$ cat config.mk
export PLATFORM = sky130hd
export DESIGN_NAME = uart_adder_engine
export DESIGN_NICKNAME = d
export VERILOG_FILES = /design/src/rtl/uart_adder_engine.sv
export SDC_FILE = /design/constraint.sdc
export NUM_CORES = 1
export LEC_CHECK = 0
export CAP_MARGIN = 5
export CORE_MARGIN = 2
export CORE_UTILIZATION = 50
export CTS_CLUSTER_SIZE = 25
export DETAILED_ROUTE_END_ITERATION = 10
export GPL_ROUTABILITY_DRIVEN = 0
export PLACE_DENSITY = 0.63
export SETUP_SLACK_MARGIN = 0.3
export SLEW_MARGIN = 5
export SYNTH_ARGS = -nofsm -noshare
export SYNTH_HDL_FRONTEND = slang
export SYNTH_SLANG_ARGS = --single-unit
export TNS_END_PERCENT = 10
$ cat constraint.sdc
create_clock -name clk -period 55.7 [get_ports clk]
set_input_delay 13.925 -clock clk [delete_from_list [all_inputs] [get_ports clk]]
set_output_delay 13.925 -clock clk [all_outputs]
set_load 0.01 [all_outputs]
$ cat src/rtl/uart_adder_engine.sv
// uart_adder_engine: UART-fed adder/subtractor; receives {cmd, A, B} and transmits back {carry/borrow, result}
// Ports: clk, rst (async, active high); rx/tx 8N1 UART lines, idle high;
//        result (WIDTH+1, MSB = carry or borrow), result_valid (pulse when result updates),
//        busy (command accepted until last response stop bit), frame_err (pulse on bad stop bit or timeout)
module uart_adder_engine #(
    parameter int WIDTH        = 64,
    parameter int CLKS_PER_BIT = 868
) (
    input  logic           clk,
    input  logic           rst,
    input  logic           rx,
    output logic           tx,
    output logic [WIDTH:0] result,
    output logic           result_valid,
    output logic           busy,
    output logic           frame_err
);
    localparam int NB  = WIDTH / 8;
    localparam int BW  = $clog2(NB + 1);
    localparam int RCW = $clog2(CLKS_PER_BIT);
    localparam int CW  = $clog2(20 * CLKS_PER_BIT);
    localparam logic [RCW-1:0] HALF_M1 = RCW'(CLKS_PER_BIT / 2 - 1);
    localparam logic [RCW-1:0] FULL_M1 = RCW'(CLKS_PER_BIT - 1);
    localparam logic [CW-1:0]  TO_M1   = CW'(20 * CLKS_PER_BIT - 1);
    localparam logic [BW-1:0]  LAST    = BW'(NB - 1);
    localparam logic [BW-1:0]  NB_V    = BW'(NB);

    typedef enum logic [2:0] {IDLE, LOAD_A, LOAD_B, CALC, SEND} state_t;
    state_t state_q, state_d;

    logic [1:0]     sync_q, arm_q;
    logic           rx_prev_q, rx_act_q;
    logic [RCW-1:0] rx_cnt_q;
    logic [3:0]     rx_bit_q;
    logic [7:0]     rx_sh_q;
    logic           rx_s, rx_tick, byte_vld, stop_err;

    logic [1:0]       mode_q, mode_d;
    logic [WIDTH-1:0] a_q, a_d, b_q, b_d;
    logic [BW-1:0]    idx_q, idx_d;
    logic [CW-1:0]    to_q, to_d;
    logic [WIDTH:0]   result_q, result_d;
    logic             valid_q, valid_d, err_q, err_d;
    logic             tx_q, tx_d;
    logic [7:0]       tx_sh_q, tx_sh_d;
    logic [3:0]       tx_bit_q, tx_bit_d;
    logic [RCW-1:0]   tx_cnt_q, tx_cnt_d;

    logic [WIDTH:0]   rca, cla, csa, sub, calc;
    logic [WIDTH-1:0] g, p;
    logic             cy;

    assign rx_s     = sync_q[1];
    // rx_bit_q: 0 = start, 1..8 = data, 9 = stop; the start bit is checked half a bit in
    assign rx_tick  = rx_act_q && rx_cnt_q == ((rx_bit_q == 4'd0) ? HALF_M1 : FULL_M1);
    assign byte_vld = rx_tick && rx_bit_q == 4'd9 && rx_s;
    assign stop_err = rx_tick && rx_bit_q == 4'd9 && !rx_s;

    // arm_q waits two cycles for the synchroniser to hold real samples, then for rx to idle high
    always_ff @(posedge clk or posedge rst) begin
        if (rst) begin
            sync_q    <= 2'b11;
            arm_q     <= '0;
            rx_prev_q <= 1'b0;
            rx_act_q  <= 1'b0;
            rx_cnt_q  <= '0;
            rx_bit_q  <= '0;
            rx_sh_q   <= '0;
        end else begin
            sync_q    <= {sync_q[0], rx};
            rx_prev_q <= rx_s;
            if (arm_q != 2'd3 && (arm_q != 2'd2 || rx_s)) arm_q <= arm_q + 2'd1;
            if (!rx_act_q) begin
                rx_act_q <= arm_q == 2'd3 && rx_prev_q && !rx_s;
                rx_cnt_q <= '0;
                rx_bit_q <= '0;
            end else if (rx_tick) begin
                rx_cnt_q <= '0;
                rx_bit_q <= rx_bit_q + 4'd1;
                if (rx_bit_q != 4'd0 && rx_bit_q != 4'd9) rx_sh_q <= {rx_s, rx_sh_q[7:1]};
                if ((rx_bit_q == 4'd0 && rx_s) || rx_bit_q == 4'd9) rx_act_q <= 1'b0;
            end else begin
                rx_cnt_q <= rx_cnt_q + RCW'(1);
            end
        end
    end

    // ripple chain, Kogge-Stone prefix carries, and a 3:2 compressor stage feeding one final add
    always_comb begin
        cy = 1'b0;
        for (int i = 0; i < WIDTH; i++) begin
            rca[i] = a_q[i] ^ b_q[i] ^ cy;
            cy     = (a_q[i] & b_q[i]) | (cy & (a_q[i] ^ b_q[i]));
        end
        rca[WIDTH] = cy;
        g = a_q & b_q;
        p = a_q ^ b_q;
        for (int s = 1; s < WIDTH; s = s * 2) begin
            g = g | (p & (g << s));
            p = p & (p << s);
        end
        cla = {g[WIDTH-1], (a_q ^ b_q) ^ {g[WIDTH-2:0], 1'b0}};
    end

    assign csa  = {1'b0, a_q ^ b_q} + {a_q & b_q, 1'b0};
    assign sub  = {1'b0, a_q} - {1'b0, b_q};
    assign calc = mode_q == 2'd0 ? rca : mode_q == 2'd1 ? cla : mode_q == 2'd2 ? csa : sub;

    always_comb begin
        state_d  = state_q;
        mode_d   = mode_q;
        a_d      = a_q;
        b_d      = b_q;
        idx_d    = idx_q;
        to_d     = '0;
        result_d = result_q;
        valid_d  = 1'b0;
        err_d    = 1'b0;
        tx_d     = tx_q;
        tx_sh_d  = tx_sh_q;
        tx_bit_d = tx_bit_q;
        tx_cnt_d = tx_cnt_q;
        case (state_q)
            IDLE: begin
                err_d = stop_err;
                if (byte_vld) begin
                    mode_d  = rx_sh_q[1:0];
                    idx_d   = '0;
                    state_d = LOAD_A;
                end
            end
            LOAD_A, LOAD_B: begin
                to_d = rx_act_q ? '0 : to_q + CW'(1);
                if (stop_err || to_q == TO_M1) begin
                    err_d   = 1'b1;
                    state_d = IDLE;
                end else if (byte_vld) begin
                    if (state_q == LOAD_A) a_d[{idx_q, 3'b000} +: 8] = rx_sh_q;
                    else b_d[{idx_q, 3'b000} +: 8] = rx_sh_q;
                    idx_d = idx_q == LAST ? '0 : idx_q + BW'(1);
                    if (idx_q == LAST) state_d = state_q == LOAD_A ? LOAD_B : CALC;
                end
            end
            CALC: begin
                result_d = calc;
                valid_d  = 1'b1;
                tx_d     = 1'b0;
                tx_sh_d  = calc[7:0];
                tx_bit_d = '0;
                tx_cnt_d = '0;
                idx_d    = '0;
                state_d  = SEND;
            end
            SEND: begin
                // tx_bit_q: 0 = start, 1..8 = data, 9 = stop; idx_q == NB_V is the carry/borrow byte
                if (tx_cnt_q != FULL_M1) begin
                    tx_cnt_d = tx_cnt_q + RCW'(1);
                end else begin
                    tx_cnt_d = '0;
                    tx_bit_d = tx_bit_q + 4'd1;
                    if (tx_bit_q < 4'd8) begin
                        tx_d    = tx_sh_q[0];
                        tx_sh_d = tx_sh_q >> 1;
                    end else if (tx_bit_q == 4'd8) begin
                        tx_d = 1'b1;
                    end else if (idx_q == NB_V) begin
                        state_d = IDLE;
                    end else begin
                        idx_d    = idx_q + BW'(1);
                        tx_bit_d = '0;
                        tx_d     = 1'b0;
                        tx_sh_d  = idx_q == LAST ? {7'b0, result_q[WIDTH]} : result_q[{idx_q + BW'(1), 3'b000} +: 8];
                    end
                end
            end
            default: state_d = IDLE;
        endcase
    end

    always_ff @(posedge clk or posedge rst) begin
        if (rst) begin
            state_q  <= IDLE;
            mode_q   <= '0;
            a_q      <= '0;
            b_q      <= '0;
            idx_q    <= '0;
            to_q     <= '0;
            result_q <= '0;
            valid_q  <= 1'b0;
            err_q    <= 1'b0;
            tx_q     <= 1'b1;
            tx_sh_q  <= '0;
            tx_bit_q <= '0;
            tx_cnt_q <= '0;
        end else begin
            state_q  <= state_d;
            mode_q   <= mode_d;
            a_q      <= a_d;
            b_q      <= b_d;
            idx_q    <= idx_d;
            to_q     <= to_d;
            result_q <= result_d;
            valid_q  <= valid_d;
            err_q    <= err_d;
            tx_q     <= tx_d;
            tx_sh_q  <= tx_sh_d;
            tx_bit_q <= tx_bit_d;
            tx_cnt_q <= tx_cnt_d;
        end
    end

    assign tx           = tx_q;
    assign result       = result_q;
    assign result_valid = valid_q;
    assign frame_err    = err_q;
    assign busy         = state_q != IDLE;
endmodule
# == Word level (Yosys, flattened, before mapping) ==
# Cells that the tools add are included.
# word_totals
reg_bits,270
input_bits,3
# classes
addsub,10
n_lt_le_gt_ge,1
eq_ne,31
n_shift,3
mux,55
bitwise,339
reduce_logical,30
# ops
cell,n
64-bit AND,12
64-bit bitwise OR,6
65-bit 2-to-1 mux,3
64-bit bitwise mux,2
64-bit XOR,2
1-bit AND,127
1-bit XOR,127
64-bit by 65-bit adder with 65-bit output,1
65-bit by 8-bit indexed part select with 8-bit output,1
64-bit by 64-bit subtractor with 65-bit output,1
8-bit by 9-bit variable shift with 64-bit output (first input constant),1
8-bit by 9-bit indexed part select with 64-bit output,1
1-bit bitwise OR,63
4-bit 2-to-1 mux,14
10-bit 2-to-1 mux,4
8-bit 2-to-1 mux,5
15-bit 2-to-1 mux,2
3-bit 2-to-1 mux,8
10-bit by 1-bit adder with 10-bit output (second input constant),2
2-bit != test (second input constant),10
10-bit case mux with 2 select lines,1
4-bit case mux with 4 select lines,1
8-bit case mux with 2 select lines,1
15-bit by 1-bit adder with 15-bit output (second input constant),1
37 further kinds,73

# == Logic depth before layout (Yosys ltp) ==
# Gate-level depths: netlist of run 1.
# depth
word_depth,129
depth_mapped,74

# == Least setup slack after synthesis of run 1 ==
# Ideal clock, no wire load.
# synth_path
path_type,reg2reg
startpoint,register a_q[0]
endpoint,register result_q[63] (netlist: result[63])
setup_ns,0.077
arrival_time_ns,24.262
path_slack_ns,31.360
stages_incl_launch_ff,75
n_path_buf,0
synth_period_minus_slack_ns,24.340
path_cell_list,dfrtp_1 ha_1 inv_1 fa_1 inv_1 fa_1 fa_1 fa_1 inv_1 fa_1 fa_1 inv_1 fa_1 fa_1 fa_1 fa_1 fa_1 fa_1 [39 not listed] fa_1 fa_1 fa_1 fa_1 fa_1 fa_1 fa_1 fa_1 fa_1 inv_1 fa_1 inv_1 fa_1 inv_1 fa_1 o21ai_0 a221oi_1 a21oi_1
# synth_via
elab_chain_cells,127
# synth_lines
element,line_no,source
from (decl),39,"logic [WIDTH-1:0] a_q, a_d, b_q, b_d;"
from (signal assigned),184,a_q <= '0;
from (signal assigned),198,a_q <= a_d;
1-bit AND (2 in series),93,cy = (a_q[i] & b_q[i]) | (cy & (a_q[i] ^ b_q[i]));
1-bit bitwise OR,93,
1-bit AND,93,
1-bit bitwise OR,93,
1-bit AND,93,
1-bit bitwise OR,93,
1-bit AND,93,
1-bit bitwise OR,93,
[110 not listed],n/a,
1-bit AND,93,
1-bit bitwise OR,93,
1-bit AND,93,
1-bit bitwise OR,93,
1-bit AND,93,
1-bit bitwise OR,93,
1-bit XOR,92,rca[i] = a_q[i] ^ b_q[i] ^ cy;
65-bit 2-to-1 mux (*),107,assign calc = mode_q == 2'd0 ? rca : mode_q == 2'd1 ? cla : mode_q == 2'd2 ? csa : sub;
to (signal assigned),202,result_q <= result_d;
to (decl),42,"logic [WIDTH:0] result_q, result_d;"
# Mark *: on every way between the ends. The rest lies on a longest branch, timed or not.
# A chain may end at the register's enable or synchronous reset.

# == Worst setup path after layout of run 1 ==
# Ends and elaborated chain as after synthesis.

==> results of run 1 <==
-- where the power goes --
| part | internal, W | leakage (nW) | switching (W) |
|---|---|---|---|
| Clock | 0.000139 | 0.567 | 0.0000983 |
| Sequential | 0.000199 | 3.74 | 0.00000388 |
| Combinational | 0.00000456 | 9.12 | 0.00000822 |
-- state kept, by name, indices dropped and copies added, names as in the netlist, 8 cells and up --
register / cells
tx_cnt_q: 10
a_q: 64
rx_cnt_q: 10
b_q: 64
tx_sh_q: 8
to_q: 15
rx_sh_q: 8
result: 65
-- cell usage in the layout (no fill, tap or decap), drive strengths merged, types with 21 or more instances in the layout --
cell type and n:
clkbuf 47, o21ai 306, o21bai 26, o211ai 22, a21o 63, fa 127
and3 21, nand3 86, o21a 24, mux4 21, mux2i 35, a31oi 40
a21oi 277, inv 218, nand2b 25, nor2 282, xnor2 133, nor2b 23
o31ai 27, clkdlybuf4s50 71, nand2 391, nor3 58, nand4 44, ha 205
xor2 39, dfrtp 267, a211oi 36
-- cells in the mapped netlist, types with 40 or more instances --
library cell,instances
sky130_fd_sc_hd__nand2_1,391
sky130_fd_sc_hd__o21ai_0,296
sky130_fd_sc_hd__nor2_1,282
sky130_fd_sc_hd__a21oi_1,277
sky130_fd_sc_hd__dfrtp_1,267
sky130_fd_sc_hd__inv_1,216
sky130_fd_sc_hd__ha_1,205
sky130_fd_sc_hd__xnor2_1,133
sky130_fd_sc_hd__fa_1,127
sky130_fd_sc_hd__clkbuf_1,119
sky130_fd_sc_hd__nand3_1,86
sky130_fd_sc_hd__a21o_1,63
sky130_fd_sc_hd__nor3_1,57
sky130_fd_sc_hd__nand4_1,42
sky130_fd_sc_hd__a31oi_1,40
-- cell families after synthesis --
| group | Yosys count | synth area share [%] |
|---|---|---|
| and+or+nand+nor | 1021 | 17.5 |
| AOI/OAI and AO/OA | 975 | 22.7 |
| buffers and inverters | 379 | 5.55 |
| adders and majority gates | 332 | 19.2 |
| DFF | 270 | 25.4 |
| xor gates and xnor gates | 172 | 5.66 |
| muxes | 76 | 3.94 |
-- stage by stage --
| stage | hold WS, ps | cells | util [%] | setup slack (ps) |
|---|---|---|---|---|
| 3_5_place_dp | 348 | 3840 | 52.6 | 29690 |
| 4_1_cts | 356 | 3901 | 54.9 | 29640 |
| 3_3_place_gp | 346 | 3840 | 52.6 | 29870 |
| 6_report | 356 | 3901 | 54.9 | 29580 |
| 2_1_floorplan | 345 | 3225 | - | 31360 |
| 5_1_grt | 363 | 3901 | 54.9 | 28850 |
-- cell type report --
class                      count  area (um^2)  share of cell area, %
clock buffer                  47          980                   3.40
clock inverter                14          210                  0.728
inverter                     219          830                   2.87
multi-input combinational   2576        18400                   63.6
sequential                   270         6770                   23.5
tap                          688          861                   2.98
timing repair buffer          87          843                   2.92
-- metal layers --
| metal | vias to the layer above | routed length, um |
|---|---|---|
| met4 | 2 | 5860 |
| met2 | 1449 | 42400 |
| met3 | 310 | 10200 |
| met1 | 12267 | 39200 |
| met5 | - | 12 |
| li1 | 11265 | - |
-- worst max-delay path: cells and delay by family (launching register included) --
family	cells	cell delay, ps
buf+inv	7	490
fa+ha+maj	64	24710
flops	1	400
compound gates	3	440
-- worst paths after layout --
check / from / end / slack [ps] / depth (start not counted)
worst min register to register: sync_q[0]$_DFF_PP1_ / sync_q[1]$_DFF_PP1_ / 360 / 0
max in group asynchronous: rst / mode_q[0]$_DFFE_PP0P_ / 40330 / 3
min in group asynchronous: rst / result[64]$_DFFE_PP0P_ / 13880 / 2
worst max register to register: a_q[0]$_DFFE_PP0P_ / result[63]$_DFFE_PP0P_ / 29580 / 74
worst min-delay path: sync_q[0]$_DFF_PP1_ / sync_q[1]$_DFF_PP1_ / 360 / 0
worst max-delay path: a_q[0]$_DFFE_PP0P_ / result[63]$_DFFE_PP0P_ / 29580 / 74
==> reports/summary.md, run 1 <==
The flow ran to the end, and the final reports show no timing, DRC or antenna violations. Maximum operating frequency: 38.3 MHz. The leading area contributor after synthesis is sky130_fd_sc_hd__dfrtp_1. The design draws 0.000453 W. The synthesized instance count is 3225, and the number of gates resized after CTS is 0. The worst hold path belongs to the class register to register.

For the worst clock skew, the log shows 26.8 ps. The number of sinks driven by the clock tree is 270, and the data arrival time at the worst-slack endpoint is 26630 ps. The final number of max-transition violations came out at 0. For this run, the register share of the synthesized area comes to 25.4%. At the pin with the least slew margin, the transition time is 1250 ps. Detailed placement HPWL: 76900 um. Yosys mapped a number of flops with a built-in enable equal to 0. For this run, the post-layout net count is 3523.

Average routed wire per standard cell: 25.0 um. The number of distinct library cells after synthesis is 94. The final critical path takes up 46.9% of the cycle. In this run the remaining antenna-violating nets after routing total 0. For this design, the CTS-stage hold fixing added 0 buffers. The worst-case IR drop observed on VDD is 0.0000189 V.

The slowest stage of the critical path is the sky130_fd_sc_hd__fa_1 cell. The number of setup violations in the final report was 0; the required arrival time at the worst endpoint was 56210 ps. The I/O pin total is 72.

The run gives 13.4 nW as the static leakage power. Setup repair after global routing left no endpoint under its margin. STA classifies the critical path endpoint as a register. The area inside the core boundary was 52600 um^2; the average footprint of a synthesized cell was 8.25 um^2. Buffers added to address setup during post-CTS repair amount to 0. Clock tree root driver cell: sky130_fd_sc_hd__clkbuf_16. In the final layout, the share of cells above drive strength 1 is 4.86%. TritonCTS built the clock tree. Entering global routing, the biggest net connects 163 pins. For this run, asynchronously set or reset flops after synthesis account for 100%. The floorplan step set the die height to 235 um.

The maximum net fanout on the critical path is 3, and the DRC marker count from the first detailed-route iteration is 3290. Global routing used 52.7% of the available met2 tracks. The number of search-and-repair iterations in the first detailed-routing pass was 6; the maximum buffer depth of the clock tree was 3.

The Yosys step of the flow raised 0 warnings. The tools report the initial antenna violation count as 1. The cell area that synthesis handed to floorplanning was 26600 um^2. Counting every net in the synthesized netlist gives 3560. Summing all placed instances gives a cell area of 27700 um^2.

The clock tree synthesis step divided the H-tree into 2 levels. Summed over all layers, the global routing overflow is 0. The tools report the filler cell count as 4921. The largest single stage delay on the critical path is 500 ps. The die covers 55100 um^2.

The initial cell density of the core is 50.6%. The busiest metal layer after global routing was met2. Synthesis inferred 270 register bits. The via count of the first global-routing pass is 24027, and the setup TNS after final layout is 0 ps.

The number of standard-cell rows in the floorplan was 84; the x dimension of the die was 235 um. Most used flip-flop cell after synthesis: sky130_fd_sc_hd__dfrtp_1. The minimum period implied by the final worst setup slack works out to 26120 ps. The top cell type by area accounts for 25.1% of the synthesized area.

At the later pin of the worst-skew pair, clock insertion delay measures 580 ps. The tool flagged a number of max-cap violations equal to 0. Summed over all layers, the routed wires come to 97600 um. Input and output buffers added on the ports amount to 71. The global routing usage on met3 was 7.66%. Dividing the detail-routed via count by the number of cells gives 6.48. Global routing used 34.6% of the available tracks. After clock tree synthesis, the clock-pin slew on the worst setup and hold paths is 60 ps.

STA classifies the critical path startpoint as a register. The first global-routing pass estimated 147000 um of wire. By area the synthesized netlist is led by sky130_fd_sc_hd__dfrtp_1 (25%), sky130_fd_sc_hd__ha_1 (9.6%), sky130_fd_sc_hd__fa_1 (9.6%). The layout overhead on the synthesized area came out at 8.50%. For the number of DRC violations after detailed routing, the log shows 0.

Summing all non-filler instances in the final layout gives an area of 28900 um^2. The number of antenna diodes in the final layout is 0. The class of the most critical setup path was register to register. The count of endpoints failing hold in the final timing report came out at 0.

The run gives 34 as the number of buffers added by the clock tree synthesis step. The final route contains 25293 vias. Global routing consumed, on the met1 layer, 46.5% of the routing resources. By instance count, the cell type seen most on the critical path is sky130_fd_sc_hd__fa_1. Headroom to the max-slew limit came out at 16.6%. Power per unit of standard cell area: 15.7 nW/um^2.
Note: power is estimated with default switching activity, not from simulation.
==> run 2, diff against run 1 <==
clock period = 26.6 ns   (was 55.7 ns; I/O delays follow)
==> reports/summary.md, run 2 (same netlist as run 1, synthesis figures left out) <==
The tools report the sum of routed wire length over all layers as 98500 um (+0.86%). Maximum net fanout on the critical path: 3 (unchanged). Setup repair after global routing left no endpoint under its margin.

The largest net degree at the start of global routing is 158 (-3.1%), and the instance count along the most critical hold path is 0 (unchanged). For the setup TNS after final layout, the log shows 0 ps (unchanged). The tools report the worst-case hold slack as 356 ps (-0.484 ps). The logs give 24146 (+0.50%) for the via count of the first global-routing pass and 77100 um (+0.28%) for the detailed placement HPWL. Internal power: 0.000737 W (+120%).

The buffer count from post-CTS setup fixing is 0 (unchanged), and the initial antenna violation count is 4 (+3). The count of hold buffers inserted by post-cts repair is 0 (unchanged). The logs give 9 (+3) for the number of search-and-repair iterations in the first detailed-routing pass and 0.000237 W (+120%) for the net load switching power. The number of buffers added on ports was 71 (unchanged). The worst setup path is launched from a register.

The class of the most critical setup path is register to register. The number of vias per cell is 6.42 (-0.93%), and the logic depth of the worst register-to-register path is 73 (-1.4%). The tools report the area inside the core boundary as 52600 um^2 (unchanged). The tools report the maximum buffer depth of the clock tree as 3 (unchanged). The startpoint identified for the worst register-to-register timing path is a_q[0]$_DFFE_PP0P_.

The core utilization of the finished layout was 55.1% (+0.20 points). The flow ran to the end, and the final reports show no timing, DRC or antenna violations. The number of buffers added by the clock tree synthesis step was 35 (+2.9%). In this run the clock root is driven by a sky130_fd_sc_hd__clkbuf_16.

The count of endpoints failing hold in the final timing report came out at 0 (unchanged). For the I/O pin total, the log shows 72 (unchanged). The share of total power in combinational logic came out at 2.8% (about the same). The number of setup violations in the final report was 0 (unchanged); the remaining antenna violation count after routing was 0 (unchanged). The power per unit of standard cell area was 33.7 nW/um^2 (+110%); the die boundary height was 235 um (unchanged). The total congestion overflow after global routing came out at 0 (unchanged). Leaving out fill and tap cells, the most frequent cells in the layout are sky130_fd_sc_hd__nand2_1 (391), sky130_fd_sc_hd__o21ai_0 (296), sky130_fd_sc_hd__nor2_1 (281), sky130_fd_sc_hd__a21oi_1 (277), sky130_fd_sc_hd__dfrtp_1 (264). The first-pass GRT wire length was 149000 um (+1.1%). The cell with the biggest individual delay on the critical path was sky130_fd_sc_hd__fa_1. The slew at the pin with the worst max-slew slack came out at 1310 ps (+62.8 ps). Broken down by cell family, the worst path's largest delay share belongs to adder cells.

The number of standard-cell rows in the floorplan came out at 84 (unchanged). The total inserted antenna cells is 0 (unchanged), and the maximum level of the CTS H-tree is 2 (unchanged). The proportion of layout cells with a drive suffix above 1 is 5.44% (+0.58 points), and the number of max-capacitance violations reported is 0 (unchanged). The filler cell count came out at 4905 (-0.33%). The number of flip-flops under the largest register name was 65 (unchanged); the static leakage power was 13.4 nW (+0.20%). The number of DRC violations after detailed routing was 0 (unchanged). The area of the die was 55100 um^2 (unchanged); the final number of max-transition violations was 0 (unchanged). The switching portion of total power works out to 24.4% (about the same).

The fraction of the cycle the final worst path needs is 96.4% (+49 points). The worst clock skew is 26.9 ps (+0.158 ps). The worst register-to-register path ends at result[61]$_DFFE_PP0P_. In this run the most critical hold path is launched from sync_q[0]$_DFF_PP1_. For the maximum operating frequency, the log shows 39.0 MHz (+1.9%).

TritonCTS built the clock tree. The layout net count was 3526 (+0.085%). The run gives 3165 (-3.8%) as the DRC marker count from the first detailed-route iteration. The tightest min-delay check is of the register to register type.

The total met2 wirelength after detailed routing was 41600 um (-1.9%). The tools report the post-route total power as 0.000975 W (+120%). The tools report the total length of routed met3 wires as 10800 um (+5.4%). The library cell used most frequently in the layout, excluding fill and tap cells, is sky130_fd_sc_hd__nand2_1. The overall track demand over capacity in global routing was 35.1% (+0.44 points); the number of sinks driven by the clock tree was 270 (unchanged). From synthesis to final layout, the design area changed by 8.89%.

The logs give 25090 (-0.80%) for the total via count after detailed routing and 53.5% (+1.2 points) for the clock share of power. The run gives 27110 ps (-29100 ps) as the required arrival time at the worst endpoint. The slack of the worst reg-to-reg path came out at 970 ps (-28620 ps). Highest metal layer used by the detailed router: met5.

Kind of end point of the critical path: a register. The minimum period implied by the final worst setup slack works out to 25630 ps (-482 ps). The worst hold path terminates at sync_q[1]$_DFF_PP1_. The run gives 10.5% (-6.1 points) as the worst relative slew slack. The clock slew seen by the registers of the worst setup and hold paths works out to 60 ps (about the same).

Most common cell type on the critical path: sky130_fd_sc_hd__fa_1. The x dimension of the die was 235 um (unchanged). The number of buffers and inverters on the critical path is 5 (-2). The logs give 590 ps (about the same) for the clock latency reported for the late side of the worst-skew pair and 38900 um (-0.63%) for the total routed wire length on the met1 layer. The tools report the initial cell density of the core as 50.6% (unchanged).

For the worst IR drop on VDD, the log shows 0.0000309 V (+64%). Data arrival time at the worst-slack endpoint: 26140 ps (-490 ps). The relative contribution of sequential cells to total power came out at 43.7% (-1.1 points). The stage delay of the slowest cell on the critical path is 420 ps (-80 ps). The average routed wire per standard cell was 25.2 um (+0.73%).
run 2: per-stage QoR:
step	instances	instance area, um^2	setup slack, ps
final	3906	29000	966
after global routing	3906	29000	344
after detailed placement	3842	27700	515
after CTS	3906	28900	501
after global placement	3842	27700	697
after floorplan	3225	26600	2260
run 2: how the worst max path moves through the flow:
stage	to	depth (start not counted)	slack, ps	start
CTS	result[63]$_DFFE_PP0P_	74	500	a_q[0]$_DFFE_PP0P_
global route	result[63]$_DFFE_PP0P_	74	340	a_q[0]$_DFFE_PP0P_
floorplan	result[63]$_DFFE_PP0P_	74	2260	a_q[0]$_DFFE_PP0P_
detailed placement	result[63]$_DFFE_PP0P_	74	510	a_q[0]$_DFFE_PP0P_
global placement	result[63]$_DFFE_PP0P_	74	700	a_q[0]$_DFFE_PP0P_
finish	result[61]$_DFFE_PP0P_	73	970	a_q[0]$_DFFE_PP0P_
run 2: repair_timing:
item	4_1_cts	5_1_grt
setup endpoints to repair	0	4
gates resized for setup	0	10
endpoints found under the hold margin	0	0
run 2: layout make-up:
cell class                 count  area (um^2)  area share [%]
sequential                   270         6770            23.4
timing repair buffer          89          858            2.96
inverter                     219          830            2.86
clock buffer                  47         1010            3.49
tap                          688          861            2.97
clock inverter                17          234           0.808
multi-input combinational   2576        18400            63.5
run 2: per-layer routing:
metal | vias to the layer above | track usage (%)
li1 | 11250 | -
met1 | 11988 | 45.9
met2 | 1504 | 52.6
met3 | 344 | 9.06
met4 | 4 | 20.4
met5 | - | 0
run 2: power by group through the flow:
| stage | combinational (W) | clock (W) | sequential, W |
|---|---|---|---|
| final | 0.0000271 | 0.000522 | 0.000426 |
| after global routing | 0.0000320 | 0.000545 | 0.000427 |
| after CTS | 0.0000279 | 0.000529 | 0.000425 |
| after detailed placement | 0.0000279 | 0 | 0.000433 |
| after global placement | 0.0000264 | 0 | 0.000432 |
| after floorplan | 0.0000223 | 0 | 0.000430 |
